`src/rtl/noc_pkg.sv`:
```
// Shared router definitions: flit width, flit-type encodings and the
// output-port allocator state type.
package noc_pkg;

  localparam int FLIT_W = 20;
  localparam int TYPE_W = 2;

  typedef enum logic [1:0] {
    FT_BODY   = 2'b00,
    FT_TAIL   = 2'b01,
    FT_HEAD   = 2'b10,
    FT_SINGLE = 2'b11
  } flit_type_e;

  typedef enum logic {
    ST_IDLE   = 1'b0,
    ST_LOCKED = 1'b1
  } alloc_state_e;

  function automatic logic is_head_like(input flit_type_e t);
    return (t == FT_HEAD) || (t == FT_SINGLE);
  endfunction

endpackage

```
`src/rtl/rr_arbiter.sv`:
```
// Combinational round-robin picker: scans the request mask starting at ptr_i
// and returns the first requester as a one-hot grant plus its index.
module rr_arbiter #(
  parameter int unsigned N     = 5,
  parameter int unsigned PTR_W = 3
) (
  input  logic [N-1:0]     req_i,
  input  logic [PTR_W-1:0] ptr_i,
  output logic [N-1:0]     gnt_o,
  output logic [PTR_W-1:0] idx_o,
  output logic             any_o
);

  int unsigned j;

  always_comb begin
    gnt_o = '0;
    idx_o = '0;
    any_o = 1'b0;
    j     = 0;
    for (int unsigned k = 0; k < N; k++) begin
      j = (32'(ptr_i) + k) % N;
      if (!any_o && req_i[j]) begin
        any_o    = 1'b1;
        gnt_o[j] = 1'b1;
        idx_o    = PTR_W'(j);
      end
    end
  end

endmodule

```
`src/rtl/out_port_allocator.sv`:
```
// Per-output-port switch allocator and credit controller for the wormhole router.
// Optional sticky protocol error output enabled by OUT_PORT_ALLOC_CHECK_EN.
module out_port_allocator
  import noc_pkg::*;
#(
  parameter int NUM_IN  = 5,
  parameter int FLIT_W  = noc_pkg::FLIT_W,
  parameter int CREDITS = 4,
  parameter int CNT_W   = 3
) (
  input  logic                     clk,
  input  logic                     RST,
  input  logic [NUM_IN-1:0]        req,
  input  logic [NUM_IN*FLIT_W-1:0] flit_in,
  output logic [NUM_IN-1:0]        grant,
  output logic [FLIT_W-1:0]        o,
  output logic                     vo,
  input  logic                     ci,
  output logic [CNT_W-1:0]         credit_cnt,
  output logic                     busy
`ifdef OUT_PORT_ALLOC_CHECK_EN
  ,
  output logic                     err
`endif
);

  localparam int PTR_W = (NUM_IN > 1) ? $clog2(NUM_IN) : 1;

  alloc_state_e     state_q, state_d;
  logic [PTR_W-1:0] rr_ptr_q, rr_ptr_d;
  logic [PTR_W-1:0] owner_q, owner_d;
  logic [CNT_W-1:0] credit_q, credit_d;
  logic [FLIT_W-1:0] o_q, o_d;
  logic             vo_q, vo_d;

  logic [FLIT_W-1:0] flit_arr [NUM_IN];
  flit_type_e        ft_arr   [NUM_IN];
  logic [NUM_IN-1:0] eligible;
  logic [NUM_IN-1:0] arb_gnt;
  logic [PTR_W-1:0]  arb_idx;
  logic              arb_any;

  logic [NUM_IN-1:0] grant_d;
  logic [PTR_W-1:0]  sel;
  logic              any_grant;
  logic              has_credit;
  flit_type_e        sel_type;

  function automatic logic [PTR_W-1:0] ptr_inc(input logic [PTR_W-1:0] p);
    if (32'(p) >= NUM_IN - 1) return '0;
    return p + PTR_W'(1);
  endfunction

  always_comb begin
    for (int unsigned i = 0; i < NUM_IN; i++) begin
      flit_arr[i] = flit_in[i*FLIT_W +: FLIT_W];
      ft_arr[i]   = flit_type_e'(flit_arr[i][FLIT_W-1 -: TYPE_W]);
      eligible[i] = req[i] && is_head_like(ft_arr[i]);
    end
  end

  rr_arbiter #(
    .N     (NUM_IN),
    .PTR_W (PTR_W)
  ) u_rr_arbiter (
    .req_i (eligible),
    .ptr_i (rr_ptr_q),
    .gnt_o (arb_gnt),
    .idx_o (arb_idx),
    .any_o (arb_any)
  );

  assign has_credit = (credit_q != '0);

  // grant is held low while RST is asserted so no input is popped during reset.
  always_comb begin
    grant_d  = '0;
    sel      = arb_idx;
    state_d  = state_q;
    rr_ptr_d = rr_ptr_q;
    owner_d  = owner_q;
    if (RST && has_credit) begin
      unique case (state_q)
        ST_IDLE: begin
          if (arb_any) begin
            grant_d = arb_gnt;
            sel     = arb_idx;
            if (ft_arr[arb_idx] == FT_HEAD) begin
              state_d = ST_LOCKED;
              owner_d = arb_idx;
            end else begin
              rr_ptr_d = ptr_inc(arb_idx);
            end
          end
        end
        ST_LOCKED: begin
          if (req[owner_q]) begin
            grant_d[owner_q] = 1'b1;
            sel              = owner_q;
            if (ft_arr[owner_q] == FT_TAIL) begin
              state_d  = ST_IDLE;
              rr_ptr_d = ptr_inc(owner_q);
            end
          end
        end
        default: state_d = ST_IDLE;
      endcase
    end
  end

  assign any_grant = |grant_d;
  assign sel_type  = ft_arr[sel];

  always_comb begin
    credit_d = credit_q;
    unique case ({any_grant, ci})
      2'b10:   credit_d = credit_q - CNT_W'(1);
      2'b01:   credit_d = (credit_q == CNT_W'(CREDITS)) ? credit_q : credit_q + CNT_W'(1);
      default: credit_d = credit_q;
    endcase
  end

  always_comb begin
    o_d  = o_q;
    vo_d = 1'b0;
    if (any_grant) begin
      o_d  = flit_arr[sel];
      vo_d = 1'b1;
    end
  end

  always_ff @(posedge clk or negedge RST) begin
    if (!RST) begin
      state_q  <= ST_IDLE;
      rr_ptr_q <= '0;
      owner_q  <= '0;
      credit_q <= CNT_W'(CREDITS);
      o_q      <= '0;
      vo_q     <= 1'b0;
    end else begin
      state_q  <= state_d;
      rr_ptr_q <= rr_ptr_d;
      owner_q  <= owner_d;
      credit_q <= credit_d;
      o_q      <= o_d;
      vo_q     <= vo_d;
    end
  end

  assign grant      = grant_d;
  assign o          = o_q;
  assign vo         = vo_q;
  assign credit_cnt = credit_q;
  assign busy       = (state_q == ST_LOCKED);

`ifdef OUT_PORT_ALLOC_CHECK_EN
  logic err_q;

  always_ff @(posedge clk or negedge RST) begin
    if (!RST) begin
      err_q <= 1'b0;
    end else if ((ci && (credit_q == CNT_W'(CREDITS))) ||
                 ((state_q == ST_LOCKED) && any_grant && is_head_like(sel_type))) begin
      err_q <= 1'b1;
    end
  end

  assign err = err_q;
`endif

endmodule
```
`config.mk`:
```
export PLATFORM = sky130hd
export DESIGN_NAME = out_port_allocator
export DESIGN_NICKNAME = d
export VERILOG_FILES = /design/src/rtl/noc_pkg.sv /design/src/rtl/rr_arbiter.sv /design/src/rtl/out_port_allocator.sv
export SDC_FILE = /design/constraint.sdc
export NUM_CORES = 1
export LEC_CHECK = 0
export ABC_AREA = 1
export ABC_CLOCK_PERIOD_IN_PS = 5200
export BUFFER_PORTS_ARGS = -buffer_cell sky130_fd_sc_hd__buf_2
export CAP_MARGIN = 20
export CORE_MARGIN = 2
export CORE_UTILIZATION = 40
export CTS_CLUSTER_DIAMETER = 100
export CTS_CLUSTER_SIZE = 14
export DETAILED_ROUTE_END_ITERATION = 6
export PLACE_DENSITY_LB_ADDON = 0.12
export SKIP_CTS_REPAIR_TIMING = 1
export SLEW_MARGIN = 20
export SYNTH_ARGS = -nofsm -noshare
export SYNTH_HDL_FRONTEND = slang
export SYNTH_SLANG_ARGS = --single-unit
```
`constraint.sdc`:
```
create_clock -name clk -period 5.2 [get_ports clk]
set_clock_uncertainty 0.15 [all_clocks]
set_input_delay 0.26 -clock clk [delete_from_list [all_inputs] [get_ports clk]]
set_output_delay 0.26 -clock clk [all_outputs]
set_load 0.02 [all_outputs]
```
# == Word level (Yosys, flattened, before mapping) ==
# Index checks and enable logic that the tools add are counted.
# totals
register_bits,31
latch_bits,0
ramBits,0
mem_bits_ro,0
in_bits,108
output_inout_bits,30
n_memories,0
# classes
n_addsub,8
mul,0
n_div,5
magnitude_cmp,17
n_eq_ne,20
shifts,0
muxes,82
n_bitwise,8
n_reduce_logical,31
# ops
cell,count
"greater-or-equal comparator 32 x 1 -> 1 bit, second input constant",5
"< comparator 32 x 4 -> 1 bit, second input constant",5
"modulo 32 x 3 -> 32 bit, second input constant",4
binary-select mux 20 bit (select 3 bit),1
two-way mux 3 bit,16
two-way mux 20 bit,2
two-way mux 5 bit,8
"modulo 3 x 3 -> 32 bit, second input constant",1
two-way mux 1 bit,32
"equality test 2 bit, second input constant",12
bitwise OR 5 bit,4
binary-select mux 1 bit (select 3 bit),6
demux 1 bit (select 3 bit),6
case mux 3 bit (2 select lines),3
logical AND 1 bit,16
binary-select mux 2 bit (select 3 bit),2
"greater-or-equal comparator 4 bit, second input constant",3
inverter 3 -> 4 bit,3
case mux 5 bit (2 select lines),1
"adder 3 x 1 -> 3 bit, second input constant",3
"adder 3 x 2 -> 4 bit, second input constant",2
two-way mux 2 bit,4
"greater-or-equal comparator 3 bit, second input constant",2
"inequality test 2 bit, second input constant",3
18 further kinds,27

# == Depth between registers and ports, before layout ==
# depth
ltp_word,31
ltp_mapped,35
depth_no_buf,35

# == By module ==
# Synthesis repeated with hierarchy kept, for this count alone.
# hier_totals
cells_unflattened,824
hier_area_um2,4993.5
# modules_own_cells
mod,n_inst,cells_per_inst,area_each_um2,seq_area_each_um2
out_port_allocator,1,458,2773.9,777.0
rr_arbiter,1,366,2219.6,0.0

# == Worst setup path after synthesis ==
# Ideal clock, no wire load.
# synth_timing
path_type,register to register
start,register rr_ptr_q[1]
end,register credit_q[2] (netlist: credit_cnt[2])
setup_ps,61
arrival_time_ps,4264
slack_ps,725
stages_incl_launch_ff,32
n_path_buf,0
period_less_slack_ps,4475
path_cell_list,dfrtp_1 -> inv_1 -> ha_1 -> inv_1 -> ha_1 -> inv_1 -> ha_1 -> inv_1 -> ha_1 -> o21ai_0 -> o211ai_1 -> nand3_2 -> nand2_1 -> nand2_2 -> inv_4 -> nor2_4 -> nand3_1 -> nand2_2 -> nor2_8 -> nor2_8 -> nand3_1 -> nand3_1 -> nand2_1 -> nand2_1 -> nor2_1 -> nand4_1 -> fa_1 -> inv_1 -> nand3_1 -> nand2_1 -> nand2_1 -> nand2_1
# synth_via
elab_chain_len,23
# synth_lines
item,line,source
from (decl),out_port_allocator.sv:30,"logic [PTR_W-1:0] rr_ptr_q, rr_ptr_d;"
from (signal assigned),out_port_allocator.sv:142,rr_ptr_q <= rr_ptr_d;
branches (longest 16 deep; another with modulo 32 x 3 -> 32 bit),n/a,
two-way mux 5 bit *,out_port_allocator.sv:85,if (arb_any) begin
case mux 5 bit (2 select lines) *,out_port_allocator.sv:83,unique case (state_q)
two-way mux 5 bit *,out_port_allocator.sv:82,if (RST && has_credit) begin
via grant[2],out_port_allocator.sv:15,"output logic [NUM_IN-1:0] grant,"
OR reduction 5 bit *,out_port_allocator.sv:111,assign any_grant = |grant_d;
equality test 2 x 1 -> 1 bit / equality test 2 bit (equally long branches),out_port_allocator.sv:116,"unique case ({any_grant, ci})"
inequality test 2 bit (no source line) / nonzero test 2 bit (equally long branches),n/a,
AND reduction 2 bit (no source line),n/a,
to (signal assigned),out_port_allocator.sv:137,credit_q <= CNT_W'(CREDITS);
to (signal assigned),out_port_allocator.sv:144,credit_q <= credit_d;
to (decl),out_port_allocator.sv:32,"logic [CNT_W-1:0] credit_q, credit_d;"
# Mark *: on every way through the listed nets, which the timed path passes. The select of a mux whose other input is x is not followed.
# A chain may end at the register's enable or synchronous reset.

# == Final worst setup path ==
# layout_timing
start,register rr_ptr_q[1]
end,register credit_q[2] (netlist: credit_cnt[2])
# layout_via
elab_chain_len,23
# layout_lines
item,line
branches (longest 16 deep; another with modulo 32 x 3 -> 32 bit),n/a
two-way mux 5 bit *,out_port_allocator.sv:85
case mux 5 bit (2 select lines) *,out_port_allocator.sv:83
two-way mux 5 bit *,out_port_allocator.sv:82
OR reduction 5 bit *,out_port_allocator.sv:111
equality test 2 x 1 -> 1 bit / equality test 2 bit (equally long branches),out_port_allocator.sv:116
inequality test 2 bit (no source line) / nonzero test 2 bit (equally long branches),n/a
AND reduction 2 bit (no source line),n/a
# Mark *: on every way between the ends. The select of a mux whose other input is x is not followed.

==> reports/metrics.yaml <==
setup_path:
  crit_family: "simple AND/OR/NAND/NOR gates"
  slowest_stage: "fa_1"
  critPathMaxStageDelay_ps: 440
  required_ps: 5280
  crit_fanout: 10
  critPathBufInv: 5
  arrival_ps: 4720
  startpoint_type: "flop"
  crit_type: "flop to flop"
  cp_common_cell: "nand2_1"
  critPathCaptureType: "flop"
floorplan:
  core_sq_um: 12000
  die_y_microns: 115
  ios: 138
  core.rowCount: 40
  die_w_microns: 115
  dieArea_sq_um: 13200
  start_util_pct: 40.8
synth:
  syn_area_per_cell_sq_um: 5.64
  synth_top_area_share_pct: 20.9
  synthFlopType: "dfrtp_1"
  syn_nets: 1006
  synthArstFlopShare_pct: 100
  yosysMostFrequentCell: "nand2_1"
  ys_ff_latch: 31
  yosysTopAreaCell: "nand2_1"
  ys_seq_area_share_pct: 15.8
  yosysWarnings: 0
  synthesis.area_sq_um: 4910
  synthTopCellsByArea: "nand2_1 (21%), dfrtp_1 (15%), inv_1 (9.4%), nand3_1 (8.4%), nor2_1 (7.0%)"
  synth_edf_count: 0
  yosysUniqueCellTypes: 50
  syn_inst: 870
  synth_top_cells_by_count: "nand2_1 (273), inv_1 (123), nor2_1 (92)"
route:
  viasPerCell: 4.98
  drc_errors: 0
  drtIter0Drc: 393
  drt_wl_total_microns: 15400
  vias: 5736
  wl_per_cell_microns: 13.4
  dr.pass1.iters: 5
  ant_nets: 0
worst_hold_path:
  hp-class: "input pin to flop"
place:
  place.gp.congestion: 0.938
  place_inst: 1141
  dpl.hpwl_microns: 12100
  port_buffers: 137
clocking:
  cts_sinks: 31
  cts_htree_levels: 2
  clkTransAtPathRegs_ps: 60
  clock_path_buffers: 2
  cts_tree: "done"
  clk_latency_ps: 280
  clockRootBuffer: "clkbuf_16"
  cts_made_buffers: 5
sta:
  fmax_ghz: 0.215
  min_period_over_period_pct: 89.3
  post-route-min-period_ps: 4650
  tns_ps: 0
  worst_pin_slew_ps: 773
  worst_slew_margin_rel_pct: 48.4
  setup_viol: 0
  report.final.slew_viol_count: 0
  rsz0062_at_grt: "false"
  finalHoldViolCount: 0
outcome:
  outcome: "complete, no violations"
global_routing:
  gr-usage-all-layers_pct: 24.0
  grt_pass1_vias: 5336
  antenna_found_initial: 1
  grt_overflow: 0
  grt_pass1_wl_microns: 25500
  grt_max_degree: 61
layout:
  fin_cells: 1151
  nNetsFinal: 1139
  syn_to_final_growth_pct: 20.7
  drive_gt1_share_pct: 21.8
flow_run:
  cap_viol_max_count: 0
-- sequential cells by signal, indices dropped and copies added (netlist names) --
| register | cells |
|---|---|
| owner_q | 3 |
| vo | 1 |
| o | 20 |
| busy | 1 |
| credit_cnt | 3 |
| rr_ptr_q | 3 |
-- kinds of logic (layout without fill, tap and decap cells) --
kind of cell	Yosys count	after routing	synth area share, %
adders and majority gates	28	28	7.29
buffers and inverters	168	301	13.7
other	0	1	0
DFF	31	31	15.8
xor gates and xnor gates	3	3	0.536
and+or+nand+nor	528	528	49.5
AOI/OAI and AO/OA	112	112	13.1
-- metrics by stage --
step | hold WS [ps] | util [%] | worst slack, ps | cell area (sq um)
6_report | 150 | 49.3 | 554 | 5920
5_1_grt | 176 | 49.3 | 31.3 | 5920
4_1_cts | -129 | 49.1 | 377 | 5890
3_5_place_dp | 175 | 47.9 | 385 | 5750
3_3_place_gp | 168 | 47.9 | 495 | 5750
2_1_floorplan | -186 | - | 725 | 4910
-- final timing paths --
kind | start | to | slack, ps | depth (start not counted)
worst min register to register | credit_cnt[2]$_DFFE_PN1P_ | credit_cnt[2]$_DFFE_PN1P_ | 370 | 2
worst max-delay path | rr_ptr_q[1]$_DFFE_PN0P_ | credit_cnt[2]$_DFFE_PN1P_ | 550 | 32
worst max register to register | rr_ptr_q[1]$_DFFE_PN0P_ | credit_cnt[2]$_DFFE_PN1P_ | 550 | 32
max in group asynchronous | RST | credit_cnt[2]$_DFFE_PN1P_ | 4190 | 3
min in group asynchronous | RST | credit_cnt[1]$_DFFE_PN0P_ | 390 | 3
worst min-delay path | flit_in[97] | o[17]$_DFFE_PN0P_ | 150 | 5
-- worst reg2reg max path: cells and delay by family (launching register included) --
family / cells / cell delay [ps]
AND/OR/NAND/NOR: 22 / 2220
flip-flops: 1 / 370
buffers and inverters: 5 / 530
AO/OA/AOI/OAI: 1 / 80
adder cells (fa/ha/maj): 4 / 1240
-- layout make-up --
class | instances | area, sq um
diodes | 1 | 2.50
clock buffers | 6 | 139
clock inverters | 1 | 5.00
fillers | 1361 | 6090
inverters | 143 | 539
multi-input cells | 671 | 3460
flip-flops and latches | 31 | 777
well taps | 147 | 184
repair buffers | 151 | 810
-- cell usage in the layout, fill, tap and decap left out, types with 3 or more instances in the layout --
cell type	n
nand2_1	273
buf_2	137
inv_1	123
nor2_1	92
nand3_1	82
a21oi_1	33
o21ai_1	30
dfrtp_1	30
ha_1	27
o21ai_0	24
nand3b_1	22
inv_2	18
nand2_2	12
nand4_1	11
buf_4	11
nor3_1	10
nand2_4	6
nand3_2	5
o211ai_1	5
clkbuf_16	5
o21ai_2	4
o31ai_1	3
nor4_1	3
-- routing by layer --
metal,global-route usage (%),up-vias,routed length [microns]
li1,-,3035,-
met1,30.2,2506,6790
met2,42.1,175,7310
met5,0,-,0
met3,4.22,20,1010
met4,7.15,0,303
Power is left out: the tool's default activity adds up to more than one toggle a clock period on the data nets, which glitch-free logic cannot reach.
